$ cat src/rtl/mem_arbiter_if.sv
// mem_arbiter_if -- bundle of every non-clock signal of the memory arbiter.
//   Instruction side : imemRen, imemaddr        -> i_ready, imemload
//   Data side        : dmmRen, dmmWen, dmmaddr, dmmstore -> d_ready, dmmload
//   RAM side         : busy_o, ramload -> Ren, Wen, ramaddr, ramstore
// modport slave  : the arbiter's view (requests in, RAM strobes/responses out).
// modport master : the requester/RAM-model view (mirror image).
interface mem_arbiter_if;
  logic        imemRen;
  logic [31:0] imemaddr;
  logic        dmmRen;
  logic        dmmWen;
  logic [31:0] dmmaddr;
  logic [31:0] dmmstore;
  logic        busy_o;
  logic [31:0] ramload;
  logic        Ren;
  logic        Wen;
  logic [31:0] ramaddr;
  logic [31:0] ramstore;
  logic        i_ready;
  logic        d_ready;
  logic [31:0] imemload;
  logic [31:0] dmmload;

  modport slave (
    input  imemRen, imemaddr, dmmRen, dmmWen, dmmaddr, dmmstore, busy_o, ramload,
    output Ren, Wen, ramaddr, ramstore, i_ready, d_ready, imemload, dmmload
  );

  modport master (
    output imemRen, imemaddr, dmmRen, dmmWen, dmmaddr, dmmstore, busy_o, ramload,
    input  Ren, Wen, ramaddr, ramstore, i_ready, d_ready, imemload, dmmload
  );
endinterface

$ cat src/rtl/mem_arbiter.sv
// mem_arbiter -- shares one single-port RAM between an instruction fetch port
// and a data load/store port. Data has priority, but after STARVE_LIMIT data
// grants in a row while a fetch is waiting, the fetch is granted next.
// Ports:
//   CLK  : clock, rising edge
//   RST  : asynchronous active-high reset
//   bus  : mem_arbiter_if.slave (requests, RAM strobes, ready pulses, load data)
// Each access runs IDLE -> IACC/DACC (held while busy_o) -> RESP (one cycle
// ready pulse) -> IDLE.
module mem_arbiter #(
  parameter int unsigned STARVE_LIMIT = 4
) (
  input  logic          CLK,
  input  logic          RST,
  mem_arbiter_if.slave  bus
);

  localparam int unsigned CW = (STARVE_LIMIT > 0) ? $clog2(STARVE_LIMIT + 1) : 1;
  localparam logic [CW-1:0] LIM = CW'(STARVE_LIMIT);

  localparam logic [1:0] IDLE = 2'd0;
  localparam logic [1:0] IACC = 2'd1;
  localparam logic [1:0] DACC = 2'd2;
  localparam logic [1:0] RESP = 2'd3;

  logic [1:0]    state_q, state_d;
  logic [CW-1:0] starve_q, starve_d;
  logic [31:0]   addr_q, addr_d;
  logic [31:0]   store_q, store_d;
  logic [31:0]   iload_q, iload_d;
  logic [31:0]   dload_q, dload_d;
  logic          wr_q, wr_d;
  logic          instr_q, instr_d;

  logic data_req, starved, grant_d, grant_i;

  // Grant decision is only meaningful in IDLE; outside IDLE requests are ignored.
  assign data_req = bus.dmmRen | bus.dmmWen;
  assign starved  = bus.imemRen && (starve_q == LIM);
  assign grant_d  = (state_q == IDLE) && data_req && !starved;
  assign grant_i  = (state_q == IDLE) && !grant_d && bus.imemRen;

  always_comb begin
    state_d = state_q;
    addr_d  = addr_q;
    store_d = store_q;
    wr_d    = wr_q;
    instr_d = instr_q;
    iload_d = iload_q;
    dload_d = dload_q;
    case (state_q)
      IDLE: begin
        if (grant_d) begin
          state_d = DACC;
          addr_d  = bus.dmmaddr;
          store_d = bus.dmmstore;
          // Read+write together collapses to a write.
          wr_d    = bus.dmmWen;
          instr_d = 1'b0;
        end else if (grant_i) begin
          state_d = IACC;
          addr_d  = bus.imemaddr;
          wr_d    = 1'b0;
          instr_d = 1'b1;
        end
      end
      IACC: begin
        if (!bus.busy_o) begin
          iload_d = bus.ramload;
          state_d = RESP;
        end
      end
      DACC: begin
        if (!bus.busy_o) begin
          if (!wr_q) dload_d = bus.ramload;
          state_d = RESP;
        end
      end
      default: state_d = IDLE; // RESP lasts exactly one cycle
    endcase
  end

  // Starve counter: counts data grants that jumped a waiting fetch; any IDLE
  // cycle without a pending fetch, or a fetch grant, restarts the count.
  always_comb begin
    starve_d = starve_q;
    if (state_q == IDLE) begin
      if (grant_i || !bus.imemRen)
        starve_d = '0;
      else if (grant_d && (starve_q != LIM))
        starve_d = starve_q + 1'b1;
    end
  end

  always_ff @(posedge CLK or posedge RST) begin
    if (RST) begin
      state_q  <= IDLE;
      starve_q <= '0;
      addr_q   <= '0;
      store_q  <= '0;
      wr_q     <= 1'b0;
      instr_q  <= 1'b0;
      iload_q  <= '0;
      dload_q  <= '0;
    end else begin
      state_q  <= state_d;
      starve_q <= starve_d;
      addr_q   <= addr_d;
      store_q  <= store_d;
      wr_q     <= wr_d;
      instr_q  <= instr_d;
      iload_q  <= iload_d;
      dload_q  <= dload_d;
    end
  end

  // Strobes decode straight from state so reset clears them immediately.
  assign bus.Ren      = (state_q == IACC) || ((state_q == DACC) && !wr_q);
  assign bus.Wen      = (state_q == DACC) && wr_q;
  assign bus.i_ready  = (state_q == RESP) && instr_q;
  assign bus.d_ready  = (state_q == RESP) && !instr_q;
  assign bus.ramaddr  = addr_q;
  assign bus.ramstore = store_q;
  assign bus.imemload = iload_q;
  assign bus.dmmload  = dload_q;

endmodule

$ cat src/flat_wrapper.sv
// flat-port wrapper written by rule: the top's interface ports become plain ports
module mem_arbiter_flat 
#(
  parameter int unsigned STARVE_LIMIT = 4
)
  (CLK, RST, bus_imemRen, bus_imemaddr, bus_dmmRen, bus_dmmWen, bus_dmmaddr, bus_dmmstore, bus_busy_o, bus_ramload, bus_Ren, bus_Wen, bus_ramaddr, bus_ramstore, bus_i_ready, bus_d_ready, bus_imemload, bus_dmmload);
  mem_arbiter_if bus_i ();
  input  logic CLK;
  input  logic RST;
  input wire logic [$bits(bus_i.imemRen)-1:0] bus_imemRen;
  input wire logic [$bits(bus_i.imemaddr)-1:0] bus_imemaddr;
  input wire logic [$bits(bus_i.dmmRen)-1:0] bus_dmmRen;
  input wire logic [$bits(bus_i.dmmWen)-1:0] bus_dmmWen;
  input wire logic [$bits(bus_i.dmmaddr)-1:0] bus_dmmaddr;
  input wire logic [$bits(bus_i.dmmstore)-1:0] bus_dmmstore;
  input wire logic [$bits(bus_i.busy_o)-1:0] bus_busy_o;
  input wire logic [$bits(bus_i.ramload)-1:0] bus_ramload;
  output wire logic [$bits(bus_i.Ren)-1:0] bus_Ren;
  output wire logic [$bits(bus_i.Wen)-1:0] bus_Wen;
  output wire logic [$bits(bus_i.ramaddr)-1:0] bus_ramaddr;
  output wire logic [$bits(bus_i.ramstore)-1:0] bus_ramstore;
  output wire logic [$bits(bus_i.i_ready)-1:0] bus_i_ready;
  output wire logic [$bits(bus_i.d_ready)-1:0] bus_d_ready;
  output wire logic [$bits(bus_i.imemload)-1:0] bus_imemload;
  output wire logic [$bits(bus_i.dmmload)-1:0] bus_dmmload;
  assign bus_i.imemRen = bus_imemRen;
  assign bus_i.imemaddr = bus_imemaddr;
  assign bus_i.dmmRen = bus_dmmRen;
  assign bus_i.dmmWen = bus_dmmWen;
  assign bus_i.dmmaddr = bus_dmmaddr;
  assign bus_i.dmmstore = bus_dmmstore;
  assign bus_i.busy_o = bus_busy_o;
  assign bus_i.ramload = bus_ramload;
  assign bus_Ren = bus_i.Ren;
  assign bus_Wen = bus_i.Wen;
  assign bus_ramaddr = bus_i.ramaddr;
  assign bus_ramstore = bus_i.ramstore;
  assign bus_i_ready = bus_i.i_ready;
  assign bus_d_ready = bus_i.d_ready;
  assign bus_imemload = bus_i.imemload;
  assign bus_dmmload = bus_i.dmmload;
  mem_arbiter #(.STARVE_LIMIT(STARVE_LIMIT)) u_core (.CLK(CLK), .RST(RST), .bus(bus_i));
endmodule
$ cat config.mk
export PLATFORM = sky130hd
export DESIGN_NAME = mem_arbiter_flat
export DESIGN_NICKNAME = d
export VERILOG_FILES = /design/src/rtl/mem_arbiter_if.sv /design/src/rtl/mem_arbiter.sv /design/src/flat_wrapper.sv
export SDC_FILE = /design/constraint.sdc
export NUM_CORES = 1
export LEC_CHECK = 0
export BUFFER_PORTS_ARGS = -buffer_cell sky130_fd_sc_hd__clkbuf_2
export CORE_ASPECT_RATIO = 1.4
export CORE_MARGIN = 2
export CORE_UTILIZATION = 42
export DETAILED_ROUTE_END_ITERATION = 12
export HOLD_SLACK_MARGIN = 0.15
export PLACE_DENSITY = 0.81
export SLEW_MARGIN = 10
export SYNTH_ARGS = -nofsm -noshare
export SYNTH_HDL_FRONTEND = slang
export SYNTH_SLANG_ARGS = --single-unit
$ cat constraint.sdc
create_clock -name CLK -period 4.83 [get_ports CLK]
set_clock_uncertainty 0.15 [all_clocks]
set_input_delay 0.966 -clock CLK [delete_from_list [all_inputs] [get_ports CLK]]
set_output_delay 0.966 -clock CLK [all_outputs]
set_load 0.02 [all_outputs]
==> metrics.md <==
| Metric | Value |
|---|---|
| H-tree Lvls | `4` |
| Post-Synth Adder-Cell Area | `1.56%` |
| Simple-gate share of the synthesized area | `2.06%` |
| R2R depth | `6` |
| Commonest cells after routing, fill and taps aside | `clkbuf_2 (265), mux2_2 (155), dfrtp_1 (135)` |
| Worst path slowest cell | `dfrtp_1` |
| Status | `completed` |
| Synthesized area per cell | `15.6 um2` |
| Start of the worst register-to-register path | `u_core.state_q[0]` |
| Synth warnings | `0` |
| Vias per cell | `4.88` |
| Hold crit path type | `reg -> reg` |
| Buf+Inv Stages, Crit Path | `2` |
| Delay-heaviest family, CP | `flip-flops` |
| Pwr dens | `774 nW/um2` |
| Sink Count | `135` |
| Post-Syn Area | `5600 um2` |
| Worst Hold Path EP | `u_core.bus.dmmload[30]` |
| GRT Util Overall | `18.9%` |
| Most common cell after layout, fill and taps aside | `clkbuf_2` |
| Area post-placement | `7100 um2` |
| Iter 0 DRT Violations | `97` |
| Setup violators final | `0` |
| I/O pin cnt | `266` |
| Flop2flop setup slack | `2.30 ns` |
| Synth-to-Final Area Change | `37.6%` |
| Die Wd | `102 um` |
| Period utilization | `54.2%` |
| Max-cap violation count | `0` |
| Root Buffer Master | `clkbuf_16` |
| Syn_nets | `499` |
| Initial Util | `43.3%` |
| Min Tclk post-route | `2.62 ns` |
| Leakage | `0.00384 uW` |
| XOR/XNOR Fraction of Synth Area | `0%` |
| Gpl congestion | `0.820` |
| Antenna cell count | `0` |
| Crit-path max cell delay | `0.41 ns` |
| Post-route DRC | `0` |
| Final Max Tran Viols | `0` |
| Worst setup SP type | `register` |
| RR Endpoint | `u_core.bus.ramaddr[9]` |
| FMAX | `382 MHz` |
| Fin area | `7700 um2` |
| Worst-Skew Late Latency | `0.41 ns` |
| Clock buffer count from CTS | `17` |
| CP arrival | `1.50 ns` |
| Nets@finish | `767` |
| Post-DP HPWL | `9.88 mm` |
| Wire per inst | `16.2 um` |
| Clk slew on worst S/H paths | `0.06 ns` |
| Required time at the worst-slack endpoint | `3.71 ns` |
| Final hold vios | `0` |
| Initial antenna violation count | `0` |
| Core area | `12900 um2` |
| Crit-path cells | `inv_1 -> ha_1 -> nand2b_1 -> nand2b_1 -> clkbuf_2` |
| Total grt overflow | `0` |
| Total number of vias | `3990` |
| Max VDD drop | `0.469 mV` |
| Detail Route Antenna Nets | `0` |
| Synth cell types | `26` |
| Register area share after synthesis | `60.3%` |
| Slew @ Worst Pin | `1.05 ns` |
| Hold_sp | `u_core.bus.dmmload[30]` |
| Critical path type | `reg -> out` |
| Setup TNS | `0 ns` |
| Vias in the first global route | `4433` |
| Synthesized flop and latch total | `135` |
| Layout cells sized above 1 | `72.6%` |
| Pin count of the biggest net entering global routing | `136` |
| Max FO, Critical Path | `5` |
| DIE AREA | `14300 um2` |
| Port buffer count | `265` |
| Setup Buffers After CTS | `0` |
| CTS Hold Bufs | `0` |
| Global-route wire length before repair | `20.9 mm` |
| Mapped Cells | `358` |
| Largest family of logic cells by synthesized area | `multiplexers` |
| FILL cells | `1060` |
| Number of cell rows | `49` |
| Worst hold path depth | `1` |
| Routed WL | `13.2 mm` |
| Resized Gates After CTS | `0` |
| CP endpoint kind | `primary output` |
| DRT Pass-1 Iters | `4` |
| RSZ-0062 raised after global routing | `false` |
| CTS tree | `yes` |
| Maximum buffer depth of the clock tree | `2` |
| Relative slew slack | `29.7%` |
| Mux share of post-synthesis cell area | `32.7%` |
| Die height | `141 um` |
| Cell mode on critical path | `nand2b_1` |
| Compound-gate portion of the synthesized area | `1.18%` |
-- cell type report --
| type | count | area, um2 | area share [%] |
|---|---|---|---|
| clock inverters | 15 | 174 | 2.26 |
| repair buffers | 267 | 1350 | 17.6 |
| well taps | 178 | 223 | 2.89 |
| multi-input cells | 197 | 2120 | 27.5 |
| inverters | 8 | 32.5 | 0.422 |
| clock buffers | 17 | 425 | 5.52 |
| flip-flops and latches | 135 | 3380 | 43.9 |
-- metrics by stage --
stage | util [%] | setup WS, ns | std cells | hold WS, ns | power [uW]
final | 59.6 | 2.21 | 817 | 0.354 | 5960
after global routing | 59.6 | 2.09 | 817 | 0.367 | 6320
after CTS | 59.6 | 2.20 | 817 | 0.359 | 6040
after detailed placement | 54.9 | 1.94 | 785 | 0.344 | 4720
after global placement | 54.9 | 2.02 | 785 | 0.325 | 4600
after floorplan | - | 0.103 | 358 | 0.315 | 3840
-- sequential cells by signal, summed over array words and instances (netlist names) --
name and count:
u_core.instr_q 1, u_core.bus.ramstore 32, u_core.state_q 2, u_core.bus.dmmload 32
u_core.wr_q 1, u_core.bus.imemload 32, u_core.bus.ramaddr 32, u_core.starve_q 3
-- worst register-to-register path, cell delays in order (launching register included) --
cell and delay [ns]:
dfrtp_1 0.41, inv_1 0.09, ha_1 0.28, nand2_1 0.44
buf_4 0.39, mux2_2 0.38, mux2_2 0.27
-- synth_stat cells --
| cell | number | share of area [%] |
|---|---|---|
| mux2_2 | 155 | 31 |
| nor4b_1 | 2 | 0.31 |
| a21o_1 | 1 | 0.13 |
| mux2_4 | 5 | 1.3 |
| mux2i_1 | 1 | 0.18 |
| and2_1 | 3 | 0.34 |
| or3_1 | 1 | 0.11 |
| o21ai_0 | 3 | 0.27 |
| o211ai_1 | 2 | 0.27 |
| nor2b_1 | 2 | 0.22 |
| buf_6 | 2 | 0.40 |
| buf_2 | 6 | 0.54 |
| dfrtp_1 | 135 | 60 |
| ha_1 | 7 | 1.6 |
| o41ai_1 | 1 | 0.16 |
| or3b_1 | 1 | 0.16 |
| clkbuf_1 | 7 | 0.47 |
| and3_1 | 1 | 0.11 |
| a21boi_0 | 1 | 0.13 |
| buf_1 | 3 | 0.20 |
| o22ai_1 | 2 | 0.22 |
| or4b_2 | 1 | 0.18 |
| nor2_1 | 2 | 0.13 |
| nand2b_1 | 2 | 0.22 |
| inv_1 | 8 | 0.54 |
| nand2_1 | 4 | 0.27 |
-- worst max-delay path by stage --
stage	startpoint	endpoint	slack, ns	cells after the start
final	u_core.state_q[0]	bus_Ren	2.21	5
after detailed placement	bus_dmmWen	u_core.bus.ramstore[8]	1.94	4
after global routing	u_core.state_q[0]	bus_Ren	2.09	5
after CTS	u_core.state_q[0]	bus_Ren	2.20	5
after floorplan	RST	u_core.bus.dmmload[0]	0.10	1
after global placement	bus_imemRen	u_core.bus.ramaddr[23]	2.02	5
-- per-layer routing --
metal  GRT usage (%)  vias to the layer above  wire, um
li1                -                     1808         -
met1            18.1                     1962      4580
met2            34.5                      188      7090
met3            7.24                       32      1150
met4            9.17                        0       413
met5               0                        -         0
-- power by group --
group / total (uW) / switching [uW] / internal [uW]
logic: 2650 / 1450 / 1200
clock network: 1290 / 551 / 743
registers: 2020 / 307 / 1710
-- kinds of logic (layout without fill, tap and decap cells) --
group / Yosys count / after routing
fa+ha+maj: 7 / 7
flops: 135 / 135
simple gates: 19 / 19
buf+inv: 26 / 307
compound gates: 10 / 10
mux: 161 / 161
(Power assumes the default switching activity.)
